$ cat config.mk
export PLATFORM = sky130hd
export DESIGN_NAME = icache_mem_arbiter
export DESIGN_NICKNAME = d
export VERILOG_FILES = /design/src/rtl/icache_arb_pkg.sv /design/src/rtl/icache_rr_pick.sv /design/src/rtl/icache_mem_arbiter.sv
export SDC_FILE = /design/constraint.sdc
export NUM_CORES = 1
export LEC_CHECK = 0
export CORE_UTILIZATION = 33
export CTS_CLUSTER_SIZE = 14
export DETAILED_ROUTE_END_ITERATION = 12
export PLACE_DENSITY = 0.76
export SETUP_SLACK_MARGIN = 0.15
export SYNTH_ARGS = -nofsm -noshare
export SYNTH_HDL_FRONTEND = slang
export SYNTH_SLANG_ARGS = --single-unit
$ cat constraint.sdc
create_clock -name clk -period 1.2 [get_ports clk]
set_clock_uncertainty 0.2 [all_clocks]
set_input_delay 0.12 -clock clk [delete_from_list [all_inputs] [get_ports clk]]
set_output_delay 0.12 -clock clk [all_outputs]
set_load 0.03 [all_outputs]
$ cat src/rtl/icache_arb_pkg.sv
// icache_arb_pkg
// Shared definitions for the instruction-cache refill arbiter:
//   - arb_state_e : FSM state encoding (IDLE=0, BUSY=1, DONE=2)
//   - clog2()     : width helper used to size the grant index
// No ports; imported by icache_rr_pick and icache_mem_arbiter.
package icache_arb_pkg;

  typedef enum logic [1:0] {
    IDLE = 2'd0,
    BUSY = 2'd1,
    DONE = 2'd2
  } arb_state_e;

  // Ceiling log2, usable in parameter context.
  function automatic int clog2(input int n);
    int w;
    w = 0;
    while ((1 << w) < n) begin
      w++;
    end
    return w;
  endfunction

  // Grant index width for a given requester count, never narrower than 1 bit.
  function automatic int grant_width(input int n);
    return (clog2(n) < 1) ? 1 : clog2(n);
  endfunction

endpackage

$ cat src/rtl/icache_rr_pick.sv
// icache_rr_pick
// Combinational rotate-priority search. Starting at rr_ptr_i and wrapping
// modulo NUM_REQ, returns the first requester whose bit is set.
// Ports:
//   req_i    [NUM_REQ-1:0] request vector
//   rr_ptr_i [GW-1:0]      index where the search starts
//   any_o                  1 when at least one request bit is set
//   grant_o  [GW-1:0]      selected requester index (0 when any_o is 0)
module icache_rr_pick
  import icache_arb_pkg::*;
#(
  parameter int NUM_REQ = 2,
  parameter int GW      = grant_width(NUM_REQ)
) (
  input  logic [NUM_REQ-1:0] req_i,
  input  logic [GW-1:0]      rr_ptr_i,
  output logic               any_o,
  output logic [GW-1:0]      grant_o
);

  // Walk the rotated order from the far end towards the pointer so that the
  // candidate closest to rr_ptr_i is the last one written and therefore wins.
  always_comb begin
    logic [GW-1:0] idx;
    any_o   = |req_i;
    grant_o = '0;
    idx     = '0;
    for (int k = NUM_REQ - 1; k >= 0; k--) begin
      idx = GW'((int'(rr_ptr_i) + k) % NUM_REQ);
      if (req_i[idx]) begin
        grant_o = idx;
      end
    end
  end

endmodule

$ cat src/rtl/icache_mem_arbiter.sv
// icache_mem_arbiter
// Round-robin arbiter that funnels instruction-cache line refills from
// NUM_REQ requesters onto a single memory port, one transaction at a time.
// Optional build macro: ICACHE_ARB_STATS_EN adds grant/wait statistics ports.
// Ports:
//   clk, reset           clock, synchronous active-high reset
//   req_valid[NUM_REQ]   per-requester refill request (held until req_ready)
//   req_addr[32*NUM_REQ] per-requester address, slice i = [32*i +: 32]
//   req_ready[NUM_REQ]   one-cycle completion pulse to the granted requester
//   req_rdata[LINE]      refill line, broadcast, valid while req_ready != 0
//   mem_req_valid        memory request, held until mem_req_ready
//   mem_req_ready        memory completion, mem_req_rdata valid same cycle
//   mem_req_addr[32]     granted address with low ALIGN_BITS forced to zero
//   mem_req_rdata[LINE]  memory line data
//   stat_grants[32*NUM_REQ], stat_wait[32]  (only with ICACHE_ARB_STATS_EN)
module icache_mem_arbiter
  import icache_arb_pkg::*;
#(
  parameter int NUM_REQ    = 2,
  parameter int LINE_WIDTH = 64,
  parameter int ALIGN_BITS = 3
) (
  input  logic                    clk,
  input  logic                    reset,
  input  logic [NUM_REQ-1:0]      req_valid,
  input  logic [32*NUM_REQ-1:0]   req_addr,
  output logic [NUM_REQ-1:0]      req_ready,
  output logic [LINE_WIDTH-1:0]   req_rdata,
  output logic                    mem_req_valid,
  input  logic                    mem_req_ready,
  output logic [31:0]             mem_req_addr,
  input  logic [LINE_WIDTH-1:0]   mem_req_rdata
`ifdef ICACHE_ARB_STATS_EN
  ,
  output logic [32*NUM_REQ-1:0]   stat_grants,
  output logic [31:0]             stat_wait
`endif
);

  localparam int          GW         = grant_width(NUM_REQ);
  localparam logic [31:0] ALIGN_MASK = ~((32'd1 << ALIGN_BITS) - 32'd1);

  arb_state_e             state_q;
  logic [GW-1:0]          grant_q;
  logic [GW-1:0]          rr_ptr_q;
  logic [GW-1:0]          rr_ptr_d;
  logic                   mem_req_valid_q;
  logic [31:0]            mem_req_addr_q;
  logic [31:0]            mem_req_addr_d;
  logic [NUM_REQ-1:0]     req_ready_q;
  logic [LINE_WIDTH-1:0]  req_rdata_q;

  logic                   pick_any;
  logic [GW-1:0]          pick_grant;
  logic [NUM_REQ-1:0]     pick_oh;
  logic [NUM_REQ-1:0]     grant_oh;

  icache_rr_pick #(
    .NUM_REQ (NUM_REQ),
    .GW      (GW)
  ) u_pick (
    .req_i    (req_valid),
    .rr_ptr_i (rr_ptr_q),
    .any_o    (pick_any),
    .grant_o  (pick_grant)
  );

  assign pick_oh  = {{(NUM_REQ-1){1'b0}}, 1'b1} << pick_grant;
  assign grant_oh = {{(NUM_REQ-1){1'b0}}, 1'b1} << grant_q;

  // Next pointer and aligned address for the candidate picked this cycle;
  // only consumed when an IDLE cycle actually grants.
  always_comb begin
    rr_ptr_d       = (pick_grant == GW'(NUM_REQ - 1)) ? '0 : pick_grant + GW'(1);
    mem_req_addr_d = '0;
    for (int i = 0; i < NUM_REQ; i++) begin
      if (pick_grant == GW'(i)) begin
        mem_req_addr_d = req_addr[32*i +: 32] & ALIGN_MASK;
      end
    end
  end

  // Transaction FSM with registered outputs. The completion pulse is set on
  // the BUSY->DONE edge so it is visible exactly during the DONE cycle, and is
  // gated by the requester still asking (an abandoned request gets no pulse).
  always_ff @(posedge clk) begin
    if (reset) begin
      state_q         <= IDLE;
      grant_q         <= '0;
      rr_ptr_q        <= '0;
      mem_req_valid_q <= 1'b0;
      mem_req_addr_q  <= '0;
      req_ready_q     <= '0;
      req_rdata_q     <= '0;
    end else begin
      req_ready_q <= '0;
      case (state_q)
        IDLE: begin
          if (pick_any) begin
            state_q         <= BUSY;
            grant_q         <= pick_grant;
            rr_ptr_q        <= rr_ptr_d;
            mem_req_addr_q  <= mem_req_addr_d;
            mem_req_valid_q <= 1'b1;
          end
        end
        BUSY: begin
          if (mem_req_ready) begin
            state_q         <= DONE;
            mem_req_valid_q <= 1'b0;
            req_rdata_q     <= mem_req_rdata;
            req_ready_q     <= grant_oh & req_valid;
          end
        end
        DONE: begin
          state_q <= IDLE;
        end
        default: begin
          state_q <= IDLE;
        end
      endcase
    end
  end

  assign req_ready     = req_ready_q;
  assign req_rdata     = req_rdata_q;
  assign mem_req_valid = mem_req_valid_q;
  assign mem_req_addr  = mem_req_addr_q;

`ifdef ICACHE_ARB_STATS_EN
  logic [32*NUM_REQ-1:0] stat_grants_q;
  logic [31:0]           stat_wait_q;
  logic [NUM_REQ-1:0]    served_oh;

  // Requester currently owning the port: the fresh pick in IDLE, the latched
  // grant while a transaction is in flight or completing.
  always_comb begin
    served_oh = '0;
    if (state_q == IDLE) begin
      served_oh = pick_any ? pick_oh : '0;
    end else begin
      served_oh = grant_oh;
    end
  end

  // Grants are counted on completion (aborts included); a wait cycle is any
  // cycle where some asking requester is not the one being served.
  always_ff @(posedge clk) begin
    if (reset) begin
      stat_grants_q <= '0;
      stat_wait_q   <= '0;
    end else begin
      if (|(req_valid & ~served_oh)) begin
        stat_wait_q <= stat_wait_q + 32'd1;
      end
      if ((state_q == BUSY) && mem_req_ready) begin
        for (int i = 0; i < NUM_REQ; i++) begin
          if (grant_q == GW'(i)) begin
            stat_grants_q[32*i +: 32] <= stat_grants_q[32*i +: 32] + 32'd1;
          end
        end
      end
    end
  end

  assign stat_grants = stat_grants_q;
  assign stat_wait   = stat_wait_q;
`endif

endmodule

# ---- Word-level counts from Yosys, hierarchy flattened
# Index checks and enable logic that the tools add are counted.
dict set report word_totals {
  elab_cells 40
  regBits 103
}
dict set report classes {
  magnitude_cmp 2
  n_bitwise 3
  add_sub_neg 2
  eq_ne 3
  mux 14
  n_reduce_logical 8
  n_shift 1
}
# cell count
set ops {}
lappend ops {{$mux W32} 1}
lappend ops {{$mux W1} 9}
lappend ops {{$reduce_and A2 Y1} 3}
lappend ops {{$lt A1 B2 Y1 const B} 2}
lappend ops {{$mux W2} 2}
lappend ops {{$ne A2 B2 Y1 const B} 2}
lappend ops {{$pmux W2 S2} 1}
lappend ops {{$reduce_and A3 Y1} 1}
lappend ops {{$reduce_or A3 Y1} 1}
lappend ops {{$add A1 B1 Y1 const B} 2}
lappend ops {{$and A2 B2 Y2} 1}
lappend ops {{$eq A2 B1 Y1 const B} 1}
lappend ops {{$logic_not A2 Y1} 1}
lappend ops {{$not A1 Y1} 2}
lappend ops {{$pmux W1 S2} 1}
lappend ops {{$reduce_bool A2 Y1} 1}
lappend ops {{$reduce_or A2 Y1} 1}
lappend ops {{$shl A1 B1 Y2 const A} 1}

# ---- Logic depth before layout (Yosys ltp)
# Gate-level depths: netlist (run 1).
dict set report logic_depth {
  word_depth 7
  ltp_mapped 5
}

# ---- Cells and area by module
# A second synthesis (run 1) with hierarchy kept.
dict set report unflattened {
  cells_unflattened 411
  hier_area_um2 3759.9
}
# module cells_each area_each_um2 n_inst
set modules_own_cells {}
lappend modules_own_cells {icache_mem_arbiter 408 3742.3 1}
lappend modules_own_cells {icache_rr_pick 3 17.5 1}

# ---- Worst setup path before layout (run 1)
# Ideal clock, no wire load.
dict set report synth_timing {
  kind {register to register}
  startpoint {reg state_q[1]}
  endpoint {reg req_rdata_q[20] (netlist: req_rdata[20])}
  setup_ns 0.070
  setup_slack_ns -0.115
  stages_incl_launch_ff 6
  path_buffers 2
  required_ns 0.930
  arrival_ns 1.044
  path_cell_list {dfxtp_1 > nand3b_1 > buf_4 > buf_2 > nand2_1 > a21oi_1}
}
dict set report synth_between {
  elab_chain_cells 2
}
# element line_no
set synth_rtl {}
lappend synth_rtl {{start, declared} icache_mem_arbiter.sv:43} ;# arb_state_e state_q;
lappend synth_rtl {{start signal, assigned} icache_mem_arbiter.sv:88} ;# state_q <= IDLE;
lappend synth_rtl {{start signal, assigned} icache_mem_arbiter.sv:100} ;# state_q <= BUSY;
lappend synth_rtl {{start signal, assigned} icache_mem_arbiter.sv:109} ;# state_q <= DONE;
lappend synth_rtl {{$eq A2 B1 Y1} icache_mem_arbiter.sv:97} ;# case (state_q)
lappend synth_rtl {{$reduce_and A2 Y1 (no line)} -}
lappend synth_rtl {{end signal, assigned} icache_mem_arbiter.sv:111} ;# req_rdata_q <= mem_req_rdata;
lappend synth_rtl {{end, declared} icache_mem_arbiter.sv:51} ;# logic [LINE_WIDTH-1:0] req_rdata_q;
# No other way between the ends.
# A chain may end at the register's enable or synchronous reset.

# ---- Worst setup path in the final report (run 1)
dict set report layout_timing {
  startpoint {reg state_q[1]}
  endpoint {reg req_rdata_q[17] (netlist: req_rdata[17])}
}
# The elaborated chain is that of the path after synthesis.

==> results of run 1 <==
==> layout make-up <==
cell class	count	area share
sequential	100	0.2900
clock inverter	4	0.01652
timing repair buffer	261	0.4014
tap	140	0.02410
inverter	1	0.0005164
multi-input combinational	332	0.2327
clock buffer	11	0.03477
==> kinds of logic after synthesis <==
logic type      Yosys count
flops                   100
compound gates          129
simple gates            200
other cells               1
buf+inv                  47
==> registers in the layout (all words and copies together), names as in the netlist <==
name / cells
mem_req_addr: 29
req_rdata: 64
req_ready: 2
mem_req_valid: 1
state_q: 2
grant_q: 1
rr_ptr_q: 1
==> report_power, final <==
group          internal [uW]  switching (uW)
combinational           1140            1100
clock                   2350            1200
sequential              3550             154
total                   7040            2450
==> worst max-delay path: cells and delay by family (launching register included) <==
| family | cells | cell delay [ps] |
|---|---|---|
| buffers and inverters | 2 | 300 |
| and+or+nand+nor | 2 | 400 |
| DFF | 1 | 370 |
| AOI/OAI and AO/OA | 1 | 140 |
==> path summary, 6_finish.rpt <==
check / start / endpoint / slack (ps)
setup / recovery: state_q[1]$_SDFFE_PP0P_ / req_rdata[17]$_SDFFE_PP0P_ / -290
hold / removal: reset / mem_req_addr[22]$_SDFFE_PP0P_ / 20
setup reg to reg: state_q[1]$_SDFFE_PP0P_ / req_rdata[17]$_SDFFE_PP0P_ / -290
hold reg to reg: req_rdata[62]$_SDFFE_PP0P_ / req_rdata[62]$_SDFFE_PP0P_ / 260
==> placed cells by master, fill, tap and decap left out, types with 2 or more instances in the layout <==
master and instances:
sky130_fd_sc_hd__conb_1 3, sky130_fd_sc_hd__buf_12 12, sky130_fd_sc_hd__nand3_1 57, sky130_fd_sc_hd__dfxtp_4 2
sky130_fd_sc_hd__dfxtp_1 19, sky130_fd_sc_hd__dfxtp_2 79, sky130_fd_sc_hd__buf_4 16, sky130_fd_sc_hd__clkdlybuf4s50_1 124
sky130_fd_sc_hd__clkbuf_16 15, sky130_fd_sc_hd__nor2_4 2, sky130_fd_sc_hd__a31oi_1 29, sky130_fd_sc_hd__bufinv_16 4
sky130_fd_sc_hd__clkbuf_8 2, sky130_fd_sc_hd__nand2_1 122, sky130_fd_sc_hd__a21oi_2 15, sky130_fd_sc_hd__buf_6 99
sky130_fd_sc_hd__nand2_2 8, sky130_fd_sc_hd__a21oi_1 52, sky130_fd_sc_hd__o21ai_1 29
==> cell usage after synthesis (all sizes together) <==
cell / instances / area, um^2
nand2: 130 / 488.0
dfxtp: 100 / 2002
a21oi: 67 / 335.3
nand3: 58 / 290.3
o21ai: 31 / 155.1
a31oi: 29 / 181.4
buf: 28 / 165.2
clkbuf: 18 / 70.07
nor2: 4 / 15.01
a21boi: 1 / 7.510
and3: 1 / 6.260
and3b: 1 / 8.760
conb: 1 / 3.750
inv: 1 / 3.750
nand2b: 1 / 6.260
nand3b: 1 / 7.510
nor3b: 1 / 12.51
nor4b: 1 / 8.760
o22a: 1 / 8.760
or2: 1 / 6.260
or3b: 1 / 8.760
==> repair_timing <==
item / CTS / global route
setup buffers: 3 / 8
hold endpoints to repair: 4 / 0
resized for setup: 51 / 162
setup endpoints to repair: 196 / 196
hold buffers: 1 / 0
cloned: 1 / 9
pin swaps: 0 / 22
==> metal layers <==
layer | GRT usage | up-vias | wire [um]
met5 | 0 | - | 0
met1 | 0.2091 | 2090 | 5212
met3 | 0.05858 | 25 | 1077
met4 | 0.06762 | 0 | 250
li1 | - | 2079 | -
met2 | 0.3576 | 193 | 7387
==> metrics by stage <==
stage / instances / power (uW)
2_1_floorplan: 479 / 4701
3_3_place_gp: 812 / 5557
3_5_place_dp: 812 / 5591
4_1_cts: 832 / 9265
5_1_grt: 849 / 9873
6_report: 849 / 9495
==> reports/results.md, run 1 <==
| Group | Item | Value |
|:---|:---|:---|
| cells and area | Area taken by flip-flops and latches | 0.002108 mm^2 |
| placement | Sum of net half-perimeters after detailed placement | 8359 um |
| floorplanning | Total number of placement rows | 38 |
| logic synthesis | Post-synthesis adder-cell area fraction | 0 |
| floorplanning | Number of ports placed on the die boundary | 232 |
| floorplanning | Floorplan die area | 0.01192 mm^2 |
| cells and area | Finished Cell Area | 0.007269 mm^2 |
| clock network | CTS max path bufs | 2 |
| run status | Failing checks | setup timing |
| drt | Violation count after the first detailed-route iteration | 244 |
| clock network | Clock buffers created by TritonCTS | 9 |
| logic synthesis | Synthesized area | 0.003791 mm^2 |
| clock network | Clock slew at reported path FFs | 70 ps |
| power | Leakage power of the design | 0.002784 uW |
| global route | First-pass GRT wire length | 18200 um |
| logic synthesis | Seq/Total Area, Yosys | 0.5281 |
| placement | Pre-CTS worst setup slack | -554.3 ps |
| flow run | Number of maximum-capacitance constraint violations | 0 |
| setup path | Cells traversed along the worst timing path | and3b_4 > buf_12 > clkbuf_16 > nand2_1 > a21oi_2 |
| setup path | Crit path DAT | 1550 ps |
| setup path | Worst Reg-to-Reg Cells | 5 |
| timing | Post-layout minimum cycle time | 1490 ps |
| timing | Final Cycle Share | 1.241 |
| logic synthesis | Number of storage elements in the synthesis netlist | 100 |
| global route | Antenna violations before repair | 0 |
| logic synthesis | Synthesis Warnings | 0 |
| global route | Congestion Overflow GR | 0 |
| logic synthesis | Yosys cell types | 25 |
| cells and area | Number of fill cells in the layout | 860 |
| power | Max VDD drop | 0.001077 V |
| run status | Status | finished with violations |
| setup path | Worst Path Required | 1260 ps |
| logic synthesis | Synthesized netlist cell count | 477 |
| setup path | Slowest Stage Delay on Critical Path | 370 ps |
| timing | Slew Viols, Final | 0 |
| cells and area | Total Nets Final | 838 |
| timing | Fin Setup TNS | -19890 ps |
| timing | Worst hold-check slack | 24.04 ps |
| setup path | Maximum fanout encountered on the critical timing path | 7 |
| logic synthesis | Xor and xnor fraction of the mapped netlist area | 0 |
| placement | Total of buffers placed on input and output ports | 222 |
| placement | Routability cong. | 0.7269 |
| setup path | Startpoint Class | flop |
| clock network | Root Buffer Master | sky130_fd_sc_hd__clkbuf_16 |
| drt | Routed wirelength normalized by instance count | 16.40 um |
| floorplanning | Chip Width | 109.2 um |
| clock network | CTS H-tree depth | 3 |
| floorplanning | Starting density of the core | 0.3437 |
| cells and area | Area growth from synthesis to final layout | 91.75% |
| global route | Via count of the first global-routing pass | 3984 |
| worst hold path | Worst hold path type | input pin to flop |
| clock network | Clk_lat worst skew | 330 ps |
| floorplanning | Die H | 109.2 um |
| clock network | CTS tree | done |
| logic synthesis | Dominant combinational cell family by area after synthesis | simple AND/OR/NAND/NOR gates |
| drt | Final wirelength | 13930 um |
| worst hold path | Worst hold path cell count | 3 |
| drt | 1st-pass router iterations | 5 |
| placement | Post-place instance area | 0.005996 mm^2 |
| timing | Setup repair after global routing missed its margin | yes |
| timing | Number of endpoints with negative hold slack in the final report | 0 |
| logic synthesis | Multiplexer fraction of the synthesized cell area | 0 |
| cells and area | Post-Route Utilization | 0.6590 |
| floorplanning | Core Area | 0.01103 mm^2 |
| logic synthesis | Synthesized area divided by synthesized cell count | 7.948 um^2 |
| cells and area | Fraction of final layout cells sized beyond drive strength 1 | 0.3738 |
| power | Power density cells | 1306 mW/mm^2 |
| drt | Antenna Violating Nets Remaining | 0 |
| clock network | Sink count of the clock tree | 100 |
| global route | Overall fraction of global-route tracks in use | 0.1943 |
| cells and area | ANT cells | 0 |
| cells and area | Multi-input combinational cell area | 0.001692 mm^2 |
| drt | Mean number of vias per cell | 5.167 |
| global route | Largest net degree at the start of global routing | 70 |
| logic synthesis | Simple logic cell fraction of the synthesized area | 0.2264 |
| timing | Highest clock frequency the design can meet | 0.6713 GHz |
| setup path | Path type of the worst setup path | flop to flop |
| logic synthesis | Share of the synthesized area in compound gates (AO/OA/AOI/OAI) | 0.1815 |
| timing | Slack of the critical path | -289.7 ps |
| drt | Overall via count from detail_route | 4387 |
| setup path | CP max-delay cell | sky130_fd_sc_hd__dfxtp_4 |
| timing | Final setup violation count | 99 |
| setup path | Nature of the critical path endpoint | flop |
| drt | DRC violation count after routing | 0 |
Note: power is estimated with default switching activity, not from simulation.
==> run 2: changes to the inputs <==
--- a/config.mk
+++ b/config.mk
@@ -5,11 +5,14 @@
 export SDC_FILE = /design/constraint.sdc
 export NUM_CORES = 1
 export LEC_CHECK = 0
-export CORE_UTILIZATION = 33
+export CORE_AREA = 2 2 89 91
 export CTS_CLUSTER_SIZE = 14
 export DETAILED_ROUTE_END_ITERATION = 12
-export PLACE_DENSITY = 0.76
+export DIE_AREA = 0 0 91 93
+export DONT_BUFFER_PORTS = 1
+export PLACE_DENSITY = 0.68
 export SETUP_SLACK_MARGIN = 0.15
+export SKIP_CTS_REPAIR_TIMING = 1
 export SYNTH_ARGS = -nofsm -noshare
 export SYNTH_HDL_FRONTEND = slang
 export SYNTH_SLANG_ARGS = --single-unit
==> run 2 against run 1 <==
Compared with the run above: the flow finishes with violations (hold timing, setup timing); sequential power barely moved; clock-buffer cell count stayed put; critical endpoint is now req_rdata[11]$_SDFFE_PP0P_; total power decreased by 21%; clock power fell by 39%; highest routed layer unchanged; critical path depth shrank 1; setup slack improved by 59 ps; combinational power decreased by 26%; worst hold slack worse by 410 ps; final cell count is 20% lower; utilization grew 9.2 points.
==> reports/results.md, run 2 (synthesis results as in run 1) <==
| Group | Item | Value | Delta |
|:---|:---|:---|:---|
| drt | Antenna Violating Nets Remaining | 0 | unchanged |
| timing | Final Cycle Share | 1.192 | -0.04932 |
| setup path | Critical Path Start | state_q[1]$_SDFFE_PP0P_ |  |
| placement | Instance count after placement with tap cells included | 641 | -21% |
| clock network | CTS max path bufs | 2 | unchanged |
| setup path | Path type of the worst setup path | flop to flop |  |
| floorplanning | Die H | 93 um | -15% |
| cells and area | Post-Route Utilization | 0.7515 | +0.09247 |
| drt | Overall via count from detail_route | 3847 | -12% |
| cells and area | Most common cell after layout, fill and taps aside | sky130_fd_sc_hd__nand2_1 |  |
| global route | First-pass GRT wire length | 15260 um | -16% |
| clock network | CTS H-tree depth | 3 | unchanged |
| setup path | Crit path DAT | 1510 ps | -40 ps |
| global route | Met3 layer usage reported by global route | 0.05963 | +0.001052 |
| clock network | CTS tree | done |  |
| setup path | Maximum fanout encountered on the critical timing path | 32 | +25 |
| floorplanning | Chip Width | 91 um | -17% |
| flow run | Number of maximum-capacitance constraint violations | 0 | unchanged |
| drt | 1st-pass router iterations | 4 | -1 |
| power | Max VDD drop | 0.0008399 V | -22% |
| global route | Antenna violations before repair | 0 | unchanged |
| setup path | Startpoint Class | flop |  |
| setup path | Worst Path Required | 1280 ps | +20 ps |
| power | Power density cells | 1331 mW/mm^2 | +1.9% |
| timing | Highest clock frequency the design can meet | 0.6991 GHz | +4.1% |
| floorplanning | Total number of placement rows | 32 | -16% |
| floorplanning | Number of ports placed on the die boundary | 232 | unchanged |
| drt | Final wirelength | 12330 um | -12% |
| floorplanning | Core Area | 0.007527 mm^2 | -32% |
| timing | Slew Viols, Final | 0 | unchanged |
| power | Leakage power of the design | 0.002140 uW | -23% |
| power | Internal power consumption | 5287 uW | -25% |
| cells and area | Area growth from synthesis to final layout | 49.21% |  |
| worst hold path | Worst hold path type | input pin to flop |  |
| setup path | Nature of the critical path endpoint | flop |  |
| cells and area | Max reg flops | 64 | unchanged |
| run status | Status | finished with violations |  |
| timing | Number of endpoints with negative hold slack in the final report | 100 | +100 |
| floorplanning | Starting density of the core | 0.5037 | +0.1600 |
| clock network | Clock slew at reported path FFs | 100 ps | +30 ps |
| power | Total net switching power | 2242 uW | -8.7% |
| clock network | Clock buffers created by TritonCTS | 9 | unchanged |
| worst hold path | Worst hold path cell count | 1 | -2 |
| global route | Most heavily used metal layer in global routing | met2 |  |
| global route | Met1 track utilization from global routing | 0.2474 | +0.03839 |
| timing | Post-layout minimum cycle time | 1431 ps | -59.18 ps |
| setup path | Worst Reg-to-Reg Cells | 4 | -1 |
| setup path | Register-to-register setup slack | -230 ps | +60 ps |
| worst hold path | Min-Delay Endpoint | req_rdata[43]$_SDFFE_PP0P_ |  |
| global route | Largest net degree at the start of global routing | 100 | +43% |
| clock network | Root Buffer Master | sky130_fd_sc_hd__clkbuf_8 |  |
| timing | Fin Setup TNS | -14970 ps | +4922 ps |
| global route | Overall fraction of global-route tracks in use | 0.2222 | +0.02791 |
| worst hold path | Worst Hold Launch | reset |  |
| cells and area | Total Nets Final | 705 | -16% |
| cells and area | Most frequent cells in the layout | sky130_fd_sc_hd__nand2_1, sky130_fd_sc_hd__buf_6, sky130_fd_sc_hd__dfxtp_2 |  |
| power | Register share of total power | 0.492 | +0.102 |
| cells and area | Fraction of final layout cells sized beyond drive strength 1 | 0.4887 | +0.1150 |
| clock network | Clk_lat worst skew | 350 ps | +20 ps |
| power | Sw Ratio | 0.2977 | +0.03919 |
| timing | Worst hold-check slack | -387.1 ps | -411.2 ps |
| timing | Slack of the critical path | -230.5 ps | +59.18 ps |
| power | Combinational cell fraction of total power | 0.219 | -0.016 |
| drt | Mean number of vias per cell | 5.666 | +9.6% |
| cells and area | ANT cells | 0 | unchanged |
| timing | Setup repair after global routing missed its margin | yes |  |
| placement | Sum of net half-perimeters after detailed placement | 6877 um | -18% |
| setup path | Critical R2R Capture | req_rdata[11]$_SDFFE_PP0P_ |  |
| drt | DRC violation count after routing | 0 | unchanged |
| drt | Violation count after the first detailed-route iteration | 198 | -19% |
| placement | Routability cong. | 0.6827 | -6.1% |
| placement | Total of buffers placed on input and output ports | 0 | -100% |
| power | Clock power share | 0.289 | -0.085 |
| drt | Routed wirelength normalized by instance count | 18.15 um | +11% |
| setup path | Worst flop-to-flop path startpoint | state_q[1]$_SDFFE_PP0P_ |  |
| cells and area | Final cell count without fillers | 679 | -20% |
| floorplanning | Floorplan die area | 0.008463 mm^2 | -29% |
| global route | Met2 global-route usage | 0.4025 | +0.04488 |
| global route | Congestion Overflow GR | 0 | unchanged |
| global route | Via count of the first global-routing pass | 3275 | -18% |
| run status | Failing checks | hold timing, setup timing |  |
| clock network | Sink count of the clock tree | 100 | unchanged |
| timing | Final setup violation count | 99 | unchanged |
## run 2: power by group through the flow
stage                     Clock [uW]  Combinational, uW  Sequential, uW
after floorplan                    0                636            4060
after global placement             0               1350            3700
after detailed placement           0               1370            3700
after CTS                       2210               1370            3630
after global routing            2380               1740            3730
final                           2170               1650            3710
## run 2: critical path, stage by stage (launching register included)
cell and delay (ps):
sky130_fd_sc_hd__dfxtp_4 380, sky130_fd_sc_hd__and3b_2 310, sky130_fd_sc_hd__buf_12 200, sky130_fd_sc_hd__nand2_1 80, sky130_fd_sc_hd__a21oi_1 180
## run 2: worst max path at each step
stage	end	depth (start not counted)
floorplan	mem_req_addr[12]$_SDFFE_PP0P_	4
global placement	mem_req_addr[31]$_SDFFE_PP0P_	3
detailed placement	req_rdata[45]$_SDFFE_PP0P_	4
CTS	req_rdata[58]$_SDFFE_PP0P_	4
global route	req_rdata[60]$_SDFFE_PP0P_	4
finish	req_rdata[11]$_SDFFE_PP0P_	4
## run 2: through the flow
stage          total power (uW)  hold slack, ps  cell area, um^2  setup slack, ps
2_1_floorplan              4701           55.99             3896           -44.71
3_3_place_gp               5045          -6.278             4602           -146.3
3_5_place_dp               5073          -1.991             4602           -184.6
4_1_cts                    7207          -393.7             4803           -211.6
5_1_grt                    7851          -427.3             5657           -284.6
6_report                   7529          -387.1             5657           -230.5
## run 2: layer usage
metal,up-vias,part of all wire
li1,1805,-
met1,1841,0.38
met2,184,0.53
met3,17,0.075
met4,0,0.015
met5,-,0
## run 2: cell type report
class                   instances  area, um^2
flip-flops and latches        100        2135
well taps                     102       127.6
clock buffers                  11       141.4
clock inverters                 5       60.06
multi-input cells             332        1723
fillers                       524        1871
repair buffers                128        1466
inverters                       1       3.754
==> run 3: changes to the inputs <==
--- a/config.mk
+++ b/config.mk
@@ -13,6 +13,7 @@
 export PLACE_DENSITY = 0.68
 export SETUP_SLACK_MARGIN = 0.15
 export SKIP_CTS_REPAIR_TIMING = 1
+export SKIP_LAST_GASP = 1
 export SYNTH_ARGS = -nofsm -noshare
 export SYNTH_HDL_FRONTEND = slang
 export SYNTH_SLANG_ARGS = --single-unit
==> run 3 against run 2 <==
Compared with the run above: the flow still finishes with violations (hold timing, setup timing); first-iteration DRC count up 8.6%; clock-buffer cell count unchanged; sequential power hardly changed; non-clock buffer count unchanged.
==> reports/results.md, run 3 (synthesis results as in run 1) <==
| Group | Item | Value | Delta |
|:---|:---|:---|:---|
| placement | Post-place instance area | 0.004602 mm^2 | unchanged |
| timing | Worst hold-check slack | -380.1 ps | +7.004 ps |
| power | Clock power share | 0.291 | +0.002 |
| power | Register share of total power | 0.494 | +0.002 |
| placement | Sum of net half-perimeters after detailed placement | 6877 um | unchanged |
| placement | Routability cong. | 0.6827 | unchanged |
| setup path | Slowest Stage Delay on Critical Path | 380 ps | about the same |
| global route | Via count of the first global-routing pass | 3275 | unchanged |
| setup path | Cells traversed along the worst timing path | nor3b_4 > buf_12 > nand3_1 > a31oi_1 |  |
| drt | Mean number of vias per cell | 5.591 | -1.3% |
| timing | Final setup violation count | 99 | unchanged |
| drt | Overall via count from detail_route | 3796 | -1.3% |
| setup path | Crit path DAT | 1490 ps | -20 ps |
| clock network | Clock slew at reported path FFs | 100 ps | about the same |
| drt | Antenna Violating Nets Remaining | 0 | unchanged |
| timing | Number of endpoints with negative hold slack in the final report | 100 | unchanged |
| setup path | Maximum fanout encountered on the critical timing path | 31 | -3.1% |
| cells and area | Finished Cell Area | 0.005525 mm^2 | -2.3% |
| run status | Status | finished with violations |  |
| power | Leakage power of the design | 0.002128 uW | -0.53% |
| timing | Slew Viols, Final | 0 | unchanged |
| cells and area | ANT cells | 0 | unchanged |
| setup path | Nature of the critical path endpoint | flop |  |
| clock network | CTS H-tree depth | 3 | unchanged |
| worst hold path | Worst hold path type | input pin to flop |  |
| cells and area | Max reg flops | 64 | unchanged |
| setup path | Startpoint Class | flop |  |
| timing | Highest clock frequency the design can meet | 0.7014 GHz | +0.33% |
| drt | 1st-pass router iterations | 5 | +1 |
| flow run | Number of maximum-capacitance constraint violations | 0 | unchanged |
| cells and area | Most frequent cells in the layout | sky130_fd_sc_hd__nand2_1, sky130_fd_sc_hd__buf_6, sky130_fd_sc_hd__dfxtp_2 |  |
| setup path | CP max-delay cell | sky130_fd_sc_hd__dfxtp_4 |  |
| timing | Post-layout minimum cycle time | 1426 ps | -4.763 ps |
| power | Combinational cell fraction of total power | 0.215 | -0.004 |
| global route | Largest net degree at the start of global routing | 100 | unchanged |
| power | Total net switching power | 2214 uW | -1.2% |
| setup path | Path type of the worst setup path | flop to flop |  |
| drt | Routed wirelength normalized by instance count | 17.53 um | -3.4% |
| drt | Violation count after the first detailed-route iteration | 215 | +8.6% |
| global route | Antenna violations before repair | 0 | unchanged |
| cells and area | Most common cell after layout, fill and taps aside | sky130_fd_sc_hd__nand2_1 |  |
| clock network | Root Buffer Master | sky130_fd_sc_hd__clkbuf_8 |  |
| floorplanning | Number of ports placed on the die boundary | 232 | unchanged |
| drt | Final wirelength | 11900 um | -3.4% |
| power | Internal power consumption | 5268 uW | -0.36% |
| timing | Slack of the critical path | -225.7 ps | +4.763 ps |
| floorplanning | Die H | 93 um | unchanged |
| floorplanning | Total number of placement rows | 32 | unchanged |
| setup path | Worst flop-to-flop path startpoint | state_q[1]$_SDFFE_PP0P_ |  |
| floorplanning | Starting density of the core | 0.5037 | unchanged |
| clock network | CTS max path bufs | 2 | unchanged |
| power | Max VDD drop | 0.0008490 V | +1.1% |
| power | Sw Ratio | 0.2959 | -0.001801 |
| clock network | Clock buffers created by TritonCTS | 9 | unchanged |
| timing | Final Cycle Share | 1.188 | -0.003969 |
| clock network | CTS tree | done |  |
| cells and area | Area growth from synthesis to final layout | 45.74% |  |
| clock network | Sink count of the clock tree | 100 | unchanged |
| run status | Failing checks | hold timing, setup timing |  |
| cells and area | Fraction of final layout cells sized beyond drive strength 1 | 0.4350 | -0.05373 |
| placement | Total of buffers placed on input and output ports | 0 | unchanged |
| timing | Fin Setup TNS | -14810 ps | +166.4 ps |
| setup path | Critical Path Start | state_q[1]$_SDFFE_PP0P_ |  |
| global route | First-pass GRT wire length | 15260 um | unchanged |
| setup path | Worst Path Required | 1260 ps | -20 ps |
| cells and area | Total Nets Final | 705 | unchanged |
| global route | Overall fraction of global-route tracks in use | 0.2222 | unchanged |
| floorplanning | Core Area | 0.007527 mm^2 | unchanged |
| drt | DRC violation count after routing | 0 | unchanged |
| power | Power density cells | 1354 mW/mm^2 | +1.7% |
| floorplanning | Chip Width | 91 um | unchanged |
| floorplanning | Floorplan die area | 0.008463 mm^2 | unchanged |
| global route | Congestion Overflow GR | 0 | unchanged |
| timing | Setup repair after global routing missed its margin | yes |  |
| clock network | Clk_lat worst skew | 350 ps | about the same |
| power | Final total power | 7483 uW | -0.61% |
| worst hold path | Worst Hold Launch | reset |  |
-- run 3: cell counts in the layout (fill, tap and decap cells not counted) --
Identical to the previous run, type by type.
-- run 3: final timing paths --
path	to	slack, ps	cells after the start
max	mem_req_addr[23]$_SDFFE_PP0P_	-230	4
min	req_rdata[34]$_SDFFE_PP0P_	-380	1
max reg2reg	mem_req_addr[23]$_SDFFE_PP0P_	-230	4
min reg2reg	req_ready[0]$_SDFF_PP0_	240	1
-- run 3: metrics by stage --
stage / worst slack [ps] / hold WS (ps) / cells / util
after detailed placement: -184.6 / -1.991 / 641 / 0.6114
after CTS: -211.6 / -393.7 / 657 / 0.6381
after global placement: -146.3 / -6.278 / 641 / 0.6114
final: -225.7 / -380.1 / 679 / 0.7340
after floorplan: -44.71 / 55.99 / 479 / -
after global routing: -282.3 / -396.9 / 679 / 0.7340
-- run 3: critical path: cells and delay by family (launching register included) --
kind                   cells  cell delay [ps]
AO/OA/AOI/OAI              1              200
flip-flops                 1              380
buffers and inverters      1              210
AND/OR/NAND/NOR            2              340
-- run 3: cell type report --
type | count | area [um^2]
sequential | 100 | 2133
fill | 556 | 2002
multi-input combinational | 332 | 1600
timing repair buffer | 128 | 1459
clock buffer | 11 | 141.4
tap | 102 | 127.6
clock inverter | 5 | 60.06
inverter | 1 | 3.754
-- run 3: power by group through the flow --
stage	Sequential [uW]	Combinational [uW]	Clock (uW)
after floorplan	4060	636	0
after global placement	3700	1350	0
after detailed placement	3700	1370	0
after CTS	3630	1370	2210
after global routing	3720	1710	2360
final	3700	1610	2180
-- run 3: per-layer routing --
| layer | GRT usage | part of all wire | routed length (um) |
|---|---|---|---|
| met5 | 0 | 0 | 0 |
| met4 | 0.08965 | 0.015 | 182 |
| met3 | 0.05963 | 0.073 | 874 |
| met2 | 0.4025 | 0.53 | 6255 |
| met1 | 0.2474 | 0.39 | 4588 |
